[src/rtl/mem_stage_ctrl.sv]
// MEM-stage sequencer: runs load/store handshakes against a variable-latency data memory,
// stalls the upstream pipeline while an access is in flight, resolves branches, and registers MEM->WB.
module mem_stage_ctrl #(
    parameter int TIMEOUT = 16,
    parameter int CNT_W   = 5
) (
    input  logic        clk,
    input  logic        rst,
    input  logic        wb_en_in,
    input  logic        mem_r_en_in,
    input  logic        mem_w_en_in,
    input  logic [31:0] alu_res_in,
    input  logic [31:0] st_val_in,
    input  logic [4:0]  dest_in,
    input  logic        zero_in,
    input  logic        branch_in,
    output logic        mem_req,
    output logic        mem_we,
    output logic [31:0] mem_addr,
    output logic [31:0] mem_wdata,
    input  logic [31:0] mem_rdata,
    input  logic        mem_ready,
    output logic        stall,
    output logic        pc_src,
    output logic        flush,
    output logic        wb_en,
    output logic        mem_to_reg,
    output logic [31:0] alu_res,
    output logic [31:0] mem_data,
    output logic [4:0]  dest,
    output logic        err
);

    typedef enum logic [1:0] {IDLE, ACCESS, DONE} state_t;

    state_t           state, next_state;
    logic [CNT_W-1:0] cnt;
    logic             is_load, lat_wb, aborted;
    logic [4:0]       lat_dest;
    logic [31:0]      rdata_q;
    logic             op, timeout_hit;

    assign op          = mem_r_en_in | mem_w_en_in;
    assign timeout_hit = (state == ACCESS) && !mem_ready && (cnt == CNT_W'(TIMEOUT - 1));

    always_ff @(posedge clk or posedge rst) begin
        if (rst) state <= IDLE;
        else     state <= next_state;
    end

    always_comb begin
        next_state = state;
        case (state)
            IDLE:    if (op) next_state = ACCESS;
            ACCESS:  if (mem_ready || timeout_hit) next_state = DONE;
            DONE:    next_state = IDLE;
            default: next_state = IDLE;
        endcase
    end

    // Branch resolution is only meaningful when no memory access is being started.
    always_comb begin
        mem_req = (state == ACCESS);
        stall   = ((state == IDLE) && op) || (state == ACCESS);
        pc_src  = (state == IDLE) && branch_in && zero_in && !op;
        flush   = pc_src;
    end

    always_ff @(posedge clk or posedge rst) begin
        if (rst) begin
            cnt        <= '0;
            mem_we     <= 1'b0;
            mem_addr   <= '0;
            mem_wdata  <= '0;
            is_load    <= 1'b0;
            lat_wb     <= 1'b0;
            lat_dest   <= '0;
            aborted    <= 1'b0;
            rdata_q    <= '0;
            err        <= 1'b0;
            wb_en      <= 1'b0;
            mem_to_reg <= 1'b0;
            alu_res    <= '0;
            mem_data   <= '0;
            dest       <= '0;
        end else begin
            case (state)
                IDLE: begin
                    if (op) begin
                        mem_addr  <= alu_res_in;
                        mem_wdata <= st_val_in;
                        mem_we    <= mem_w_en_in;
                        is_load   <= mem_r_en_in & ~mem_w_en_in;
                        lat_wb    <= wb_en_in;
                        lat_dest  <= dest_in;
                        cnt       <= '0;
                        aborted   <= 1'b0;
                        wb_en     <= 1'b0;
                    end else begin
                        wb_en      <= wb_en_in;
                        mem_to_reg <= 1'b0;
                        alu_res    <= alu_res_in;
                        dest       <= dest_in;
                    end
                end
                ACCESS: begin
                    wb_en <= 1'b0;
                    if (mem_ready) begin
                        if (is_load) rdata_q <= mem_rdata;
                    end else if (timeout_hit) begin
                        err     <= 1'b1;
                        aborted <= 1'b1;
                    end else begin
                        cnt <= cnt + 1'b1;
                    end
                end
                DONE: begin
                    alu_res <= mem_addr;
                    dest    <= lat_dest;
                    if (aborted) begin
                        wb_en      <= 1'b0;
                        mem_to_reg <= 1'b0;
                        mem_data   <= '0;
                    end else if (is_load) begin
                        wb_en      <= lat_wb;
                        mem_to_reg <= 1'b1;
                        mem_data   <= rdata_q;
                    end else begin
                        wb_en      <= lat_wb;
                        mem_to_reg <= 1'b0;
                    end
                end
                default: ;
            endcase
        end
    end

endmodule

[config.mk]
export PLATFORM = sky130hd
export DESIGN_NAME = mem_stage_ctrl
export DESIGN_NICKNAME = d
export VERILOG_FILES = /design/src/rtl/mem_stage_ctrl.sv
export SDC_FILE = /design/constraint.sdc
export NUM_CORES = 1
export LEC_CHECK = 0
export BUFFER_PORTS_ARGS = -buffer_cell sky130_fd_sc_hd__buf_2
export CORE_ASPECT_RATIO = 0.7
export CORE_MARGIN = 2
export CORE_UTILIZATION = 45
export CTS_BUF_LIST = sky130_fd_sc_hd__clkbuf_16
export CTS_CLUSTER_DIAMETER = 30
export DETAILED_ROUTE_END_ITERATION = 8
export PLACE_DENSITY = 0.74
export SLEW_MARGIN = 20
export SYNTH_ARGS = -nofsm -noshare
export SYNTH_HDL_FRONTEND = slang
export SYNTH_SLANG_ARGS = --single-unit
export TNS_END_PERCENT = 20
[constraint.sdc]
create_clock -name clk -period 7.2 [get_ports clk]
set_clock_uncertainty 0.1 [all_clocks]
set_input_delay 0.72 -clock clk [delete_from_list [all_inputs] [get_ports clk]]
set_output_delay 0.72 -clock clk [all_outputs]
set_load 0.02 [all_outputs]
---- Word-level counts from Yosys, hierarchy flattened ----
Cells that the tools add are included.
Widths: inputs -> output; s select.
storage, ports and cells
  output and inout bits ................... 141
  bits in registers ....................... 184
  word-level logic and storage cells ...... 77
  input bits .............................. 109
operators by class
  bitwise gates (word level) .............. 4
  add/subtract/negate cells ............... 1
  reduce and logical (&&, ||, !) cells .... 23
  muxes and demuxes ....................... 24
  eq/ne operators ......................... 9
operator list
  cell                 count
  $mux 32              3
  $pmux 32 s2          1
  $mux 5               4
  $pmux 5 s2           2
  $mux 1               8
  $ne 2x2->1 const B   4
  $reduce_and 2->1     4
  $reduce_and 4->1     2
  $logic_and 1x1->1    6
  $reduce_and 3->1     2
  $reduce_bool 2->1    3
  $add 5x1->5 const B  1
  $eq 5x4->1 const B   1
  $mux 2               2
  $ne 2x1->1 const B   2
  $pmux 1 s2           2
  $pmux 2 s2           1
  $pmux 1 s3           1
  $reduce_bool 3->1    1
  $eq 2x1->1 const B   1
  $eq 2x2->1 const B   1
  $logic_not 1->1      2
  $logic_not 2->1      1
  $logic_or 1x1->1     2
  other kinds (3)      4

---- Longest topological paths before layout ----
Gate-level depths: netlist of the first run.
  depth after elaboration ................. 6
  gate-level depth with buffers ........... 8
  mapped depth without buffers ............ 6

---- Worst setup path before layout of the first run ----
No wires, ideal clock.
  path type ............................... register to output
  start point ............................. register state[0]
  end point ............................... output port pc_src
  cell stages (with the launch flop) ...... 7
  data arrival time ....................... 1483 ps
  slack ................................... 4897 ps
  path through ............................ dfrtp_1 inv_1 ha_1 buf_4 nor3b_4 and3_1 buf_4
on the way
  longest elaborated chain between the ends .. 4
RTL lines
  item                             RTL line  source
  start, declared                  36        state_t state, next_state;
  start signal, assigned           48        else state <= next_state;
  $logic_not 2->1                  65        pc_src = (state == IDLE) && branch_in && zero_in && !op;
  $logic_and 1x1->1 (3 in series)  65
  end, declared                    24        output logic pc_src,
No other way between the ends.

---- Final worst setup path of the first run ----
  start point ............................. register state[0]
  end point ............................... output port flush
on the way
  longest elaborated chain between the ends .. 4
RTL lines
  item                             RTL line  source
  $logic_not 2->1                  65
  $logic_and 1x1->1 (3 in series)  65
  end, declared                    25        output logic flush,
No other way between the ends.

==> results of run 1 <==
-- layout by cell type, fill, tap and decap left out, types with 3 or more instances in the layout --
cell / Yosys / layout
a22o_1: 33 / 33
mux2_4: 20 / 20
inv_6: 0 / 3
dfrtp_1: 184 / 184
inv_1: 7 / 8
mux2_2: 159 / 159
a31oi_1: 3 / 3
bufinv_16: 0 / 3
ha_1: 8 / 7
buf_4: 3 / 6
clkbuf_16: 0 / 17
a21oi_1: 4 / 4
buf_2: 13 / 249
-- worst min-delay path by stage --
stage	startpoint	cells after the start	end	slack, ps
floorplan	rdata_q[30]	1	mem_data[30]	360
finish	rst	2	rdata_q[5]	320
global route	rst	2	mem_wdata[8]	400
global placement	err	1	err	350
detailed placement	err	1	err	360
CTS	rdata_q[9]	1	mem_data[9]	390
-- worst register-to-register path: cells and delay by family, from the launching register on --
kind            cells  cell delay, ps
fa+ha+maj           1             430
compound gates      1             160
buf+inv             3             840
flops               1             430
mux                 1             450
-- final cells by class --
type | count | area share, %
well taps | 225 | 2.93
diodes | 1 | 0.0261
multi-input cells | 257 | 29.0
clock buffers | 17 | 4.43
repair buffers | 255 | 13.5
flip-flops and latches | 184 | 48.0
clock inverters | 15 | 1.85
inverters | 7 | 0.352
-- stage by stage --
| stage | util [%] | setup slack (ps) |
|---|---|---|
| 2_1_floorplan | - | 1380 |
| 3_3_place_gp | 54.9 | 4630 |
| 3_5_place_dp | 54.9 | 4540 |
| 4_1_cts | 58.6 | 4210 |
| 5_1_grt | 58.7 | 4060 |
| 6_report | 58.7 | 4200 |
-- metal layers --
layer,wire length (um),up-vias,share of wire (%),track usage (%)
met1,7610,2408,46,25.4
met3,1060,24,6.4,4.98
met5,0,-,0,0
met2,7600,177,46,29.8
li1,-,2220,-,-
met4,336,0,2.0,6.61
-- power by group through the flow --
stage          clock network [W]  logic (W)  registers [W]
6_report                0.000954    0.00210        0.00183
5_1_grt                  0.00102    0.00225        0.00190
4_1_cts                 0.000979    0.00212        0.00183
3_5_place_dp                   0    0.00212        0.00184
3_3_place_gp                   0    0.00206        0.00181
2_1_floorplan                  0    0.00104        0.00226
-- cells by family after synthesis --
family	count (synthesis)	synth area share [%]
mux	180	27.9
simple gates	18	1.74
xor+xnor	1	0.116
fa+ha+maj	8	1.33
flops	184	61.1
buf+inv	36	2.46
compound gates	50	5.38
==> flow_summary.toml, run 1 <==
[run_status]
status = "finished clean"

[timing]
min_period_ps = 3000
hold_viol = 0
setup_viol = 0
period_share_pct = 41.6
setup_tns_ps = 0
fmax_mhz = 333
timing.hold.ws_ps = 319
rsz0062_at_grt = "false"
relSlewSlack_pct = 37.3
final_max_slew_viol_count = 0
worst_pin_slew_ps = 941

[setup_path]
crit_path_end_kind = "output pin"
reg2reg_setup_slack_ps = 4670
cp_slowest_cell = "dfrtp_1"
crit_chain = "inv_1 -> ha_1 -> nor3b_4 -> and3_1 -> buf_2"
startpoint_type = "register"
cp.buffers_inverters = 2
worst_path_largest_cell_delay_ps = 430
worstPathArrival_ps = 2180
crit_fanout = 10
worst-setup-path-type = "reg2out"
critPathTopFamily = "simple AND/OR/NAND/NOR gates"
cp.required_ps = 6380
path_depth = 5
rr_startpoint = "state[0]"
crit_path_end = "flush"
cp-startpoint = "state[0]"
r2r_end = "alu_res[25]"
rr_worst_depth = 6

[synth]
ys_seq_area_share_pct = 61.1
ys_top_cells_by_area = "dfrtp_1 (61%), mux2_2 (24%), mux2_4 (4.0%)"
yosysWarnings = 0
synth_area_sq_um = 7540
synth_cell_types = 37
synth_top_area_share_pct = 61.1
synthFlopType = "dfrtp_1"
synth_async_sr_flop_share_pct = 100
synth-edff-count = 0
synth_cells = 477
yosysMostFrequentCell = "dfrtp_1"
yosys_register_bits = 184
yosysTopAreaCell = "dfrtp_1"
yosys-top-cells-count = "dfrtp_1 (184), mux2_2 (159), a22o_1 (33)"
post_synth.cell_area_avg_sq_um = 15.8
syn_nets = 594

[layout]
fillCellCount = 1290
final_area_sq_um = 9590
stdcell_count = 961
area_growth_pct = 27.3
regArea_sq_um = 4600
fin_nets = 839
layout-drive-gt1-share_pct = 64.2
multi_input_area_sq_um = 2780

[cts]
path_clk_slew_ps = 70
clock-sinks = 184
cts-root-buf = "clkbuf_16"
insertion_delay_ps = 420
cts-resized-gates = 0
hold_buffers = 0
cts_tree = "yes"
cts_buffers = 17
htree_levels = 4
clockBufferDepth = 2
cts_setup_buffers = 0

[power_and_ir_drop]
combPwrFrac_pct = 43.0
p_int_w = 0.00307
p_sw_share_pct = 37.1
switchingPower_w = 0.00181
pwr-share-seq_pct = 37.5
p_clk_share_pct = 19.5
ir_drop_mv = 0.290
power_w = 0.00489
leakage_nw = 4.69
power_density_nw_per_um2 = 509

[detailed_routing]
drc_errors = 0
wire_per_inst_um = 17.3
vias = 4829
drt_iter0_drc = 250
drt-vias-per-instance = 5.02
ant_nets = 0
wl_mm = 16.6
drtPass1Iterations = 4

[floorplan]
die_w_um = 159
rows = 39
start_util_pct = 46.1
coreArea_sq_um = 16300
die_area_sq_um = 17800
die_y_um = 112
ioPinCount = 250

[global_route]
grt_pass1_vias = 5062
grt_max_degree = 117
gr-total-overflow = 0
grtUsageTotal_pct = 18.9
antenna_found_initial = 1
grt_pass1_wl_mm = 26.0

[place]
portBuffers = 249
dp.cells = 928
gp_congestion = 0.762
hpwl_mm = 11.4
placed_area_sq_um = 8980

[job]
maxCapViolations = 0

[hold_path]
hold_path.class = "in2async"
(Power assumes the default switching activity.)
==> inputs of run 2 (changes only) <==
Settings changed: ABC_AREA set to 1, PLACE_DENSITY 0.74 to 0.77.
Clock period 7.2 ns to 2.6 ns, I/O delays scaled along.
==> flow_summary.toml, run 2 <==
[synth]
ys_top_cells_by_area = "dfrtp_1 (59%), nand2_1 (14%), inv_1 (7.5%)"
synth-edff-count = 0
post_synth.cell_area_avg_sq_um = 8.61
synth_cell_types = 23
yosysWarnings = 0
synth_cells = 905
yosysTopAreaCell = "dfrtp_1"
synth_top_area_share_pct = 59.1
yosysMostFrequentCell = "nand2_1"
yosys-top-cells-count = "nand2_1 (295), dfrtp_1 (184), inv_1 (156)"
yosys_register_bits = 184
synthFlopType = "dfrtp_1"
synth_async_sr_flop_share_pct = 100
synth_area_sq_um = 7790
syn_nets = 1022
ys_seq_area_share_pct = 59.1

[layout]
layout-drive-gt1-share_pct = 24.9
fin_util_pct = 63.4
stdcell_count = 1478
area_growth_pct = 39.0
n_antenna_cell = 0
final_cell_mix = "nand2_1 (295), buf_2 (249), dfrtp_1 (184), inv_1 (156), dlygate4sd3_1 (96)"
fin_nets = 1352
final_common_cell = "nand2_1"

[timing]
hold_viol = 0
relSlewSlack_pct = 56.1
period_share_pct = 86.6
min_period_ps = 2250
setup_viol = 0
final_max_slew_viol_count = 0
worst_pin_slew_ps = 658
rsz0062_at_grt = "false"
fmax_mhz = 444

[global_route]
grt_pass1_vias = 6783
gr-total-overflow = 0
grt_pass1_wl_mm = 34.1
grt_max_degree = 109
antenna_found_initial = 0
grtUsageTotal_pct = 23.3

[setup_path]
cp_slowest_cell = "dfrtp_1"
startpoint_type = "register"
crit_path_end_kind = "output pin"
critPathTopFamily = "flip-flops"
crit_chain = "inv_1 -> ha_1 -> nand2_2 -> nor2_1 -> buf_2"
crit_fanout = 7
worst-setup-path-type = "reg2out"
worst_path_largest_cell_delay_ps = 430
worstPathArrival_ps = 1890
cp.buffers_inverters = 2
cp.required_ps = 2240

[detailed_routing]
drc_errors = 0
ant_nets = 0
vias = 7006
wl_mm = 21.0
drt-vias-per-instance = 4.74
wire_per_inst_um = 14.2
drt_iter0_drc = 693
drtPass1Iterations = 5

[cts]
cts_tree = "yes"
cts-resized-gates = 0
clock-sinks = 184
path_clk_slew_ps = 70
clockBufferDepth = 2
htree_levels = 4
cts_buffers = 17
insertion_delay_ps = 430
cts-root-buf = "clkbuf_16"

[hold_path]
hold_path.class = "in2reg"

[power_and_ir_drop]
ir_drop_mv = 0.601
power_density_nw_per_um2 = 1220
power_w = 0.0132
leakage_nw = 5.85

[floorplan]
start_util_pct = 45.6
rows = 40
coreArea_sq_um = 17100
die_w_um = 161
die_y_um = 114
ioPinCount = 250
die_area_sq_um = 18400

[job]
maxCapViolations = 0

[place]
dp.cells = 1351
portBuffers = 249
gp_congestion = 0.807
hpwl_mm = 12.6

[run_status]
status = "finished clean"
-- run 2: cell types whose count changed in the layout (fill, tap and decap cells not counted), moves of 11 or more --
cell           previous run  this run
o21ai_0                   2        83
a22o_1                   33         0
inv_1                     8       156
nand2_1                   2       295
nor2_1                    2        17
o22ai_1                   0        11
mux2_2                  159         0
dlygate4sd3_1             0        96
o21ai_1                   0        62
mux2_4                   20         0
-- run 2: final cells by class --
type / instances / area (sq um)
Clock buffer: 17 / 425
Clock inverter: 14 / 218
Fill cell: 1325 / 6240
Inverter: 159 / 601
Multi-Input combinational cell: 517 / 2350
Sequential cell: 184 / 4600
Tap cell: 231 / 289
Timing Repair Buffer: 356 / 2340
-- run 2: path summary, 6_finish.rpt --
check | from | end | slack, ps | cells after the start
hold / removal | mem_rdata[22] | rdata_q[22] | 7 | 3
max in group asynchronous | rst | cnt[3] | 1450 | 4
min in group asynchronous | rst | rdata_q[0] | 170 | 3
hold reg to reg | err | err | 370 | 2
setup reg to reg | state[0] | mem_wdata[11] | 540 | 6
setup / recovery | state[0] | flush | 350 | 5
-- run 2: kinds of logic after synthesis --
group           share of synthesized area (%)
compound gates                           12.3
simple gates                             16.3
fa+ha+maj                                1.28
buf+inv                                  11.0
flops                                    59.1
-- run 2: report_power, final --
part	leakage [nW]	switching [W]	internal, W
clock	0.312	0.00114	0.00171
combinational	3.25	0.00362	0.00179
sequential	2.29	0.000768	0.00413
-- run 2: worst reg2reg max path: cells and delay by family, from the launching register on --
kind,cells,cell delay [ps]
AO/OA/AOI/OAI,1,230
adder cells (fa/ha/maj),1,370
buffers and inverters,2,590
flip-flops,1,430
AND/OR/NAND/NOR,2,270
-- run 2: what timing repair did --
action | in CTS | in global routing
endpoints found under the hold margin | 237 | 0
hold buffers | 96 | 0
buffers inserted | 0 | 0
-- run 2: per-stage QoR --
stage	setup WS, ps	TNS, ps	hold slack (ps)	area, sq um
floorplan	-125	-22910	270	7790
global placement	637	0	55.1	9220
detailed placement	565	0	54.9	9220
CTS	338	0	0.910	10800
global route	217	0	5.80	10800
finish	347	0	6.57	10800
-- run 2: routing by layer --
layer / share of wire (%) / GRT usage [%] / vias to the layer above
li1: - / - / 3420
met1: 43 / 30.4 / 3256
met2: 48 / 38.5 / 295
met3: 7.2 / 6.52 / 35
met4: 2.0 / 6.85 / 0
met5: 0 / 0 / -
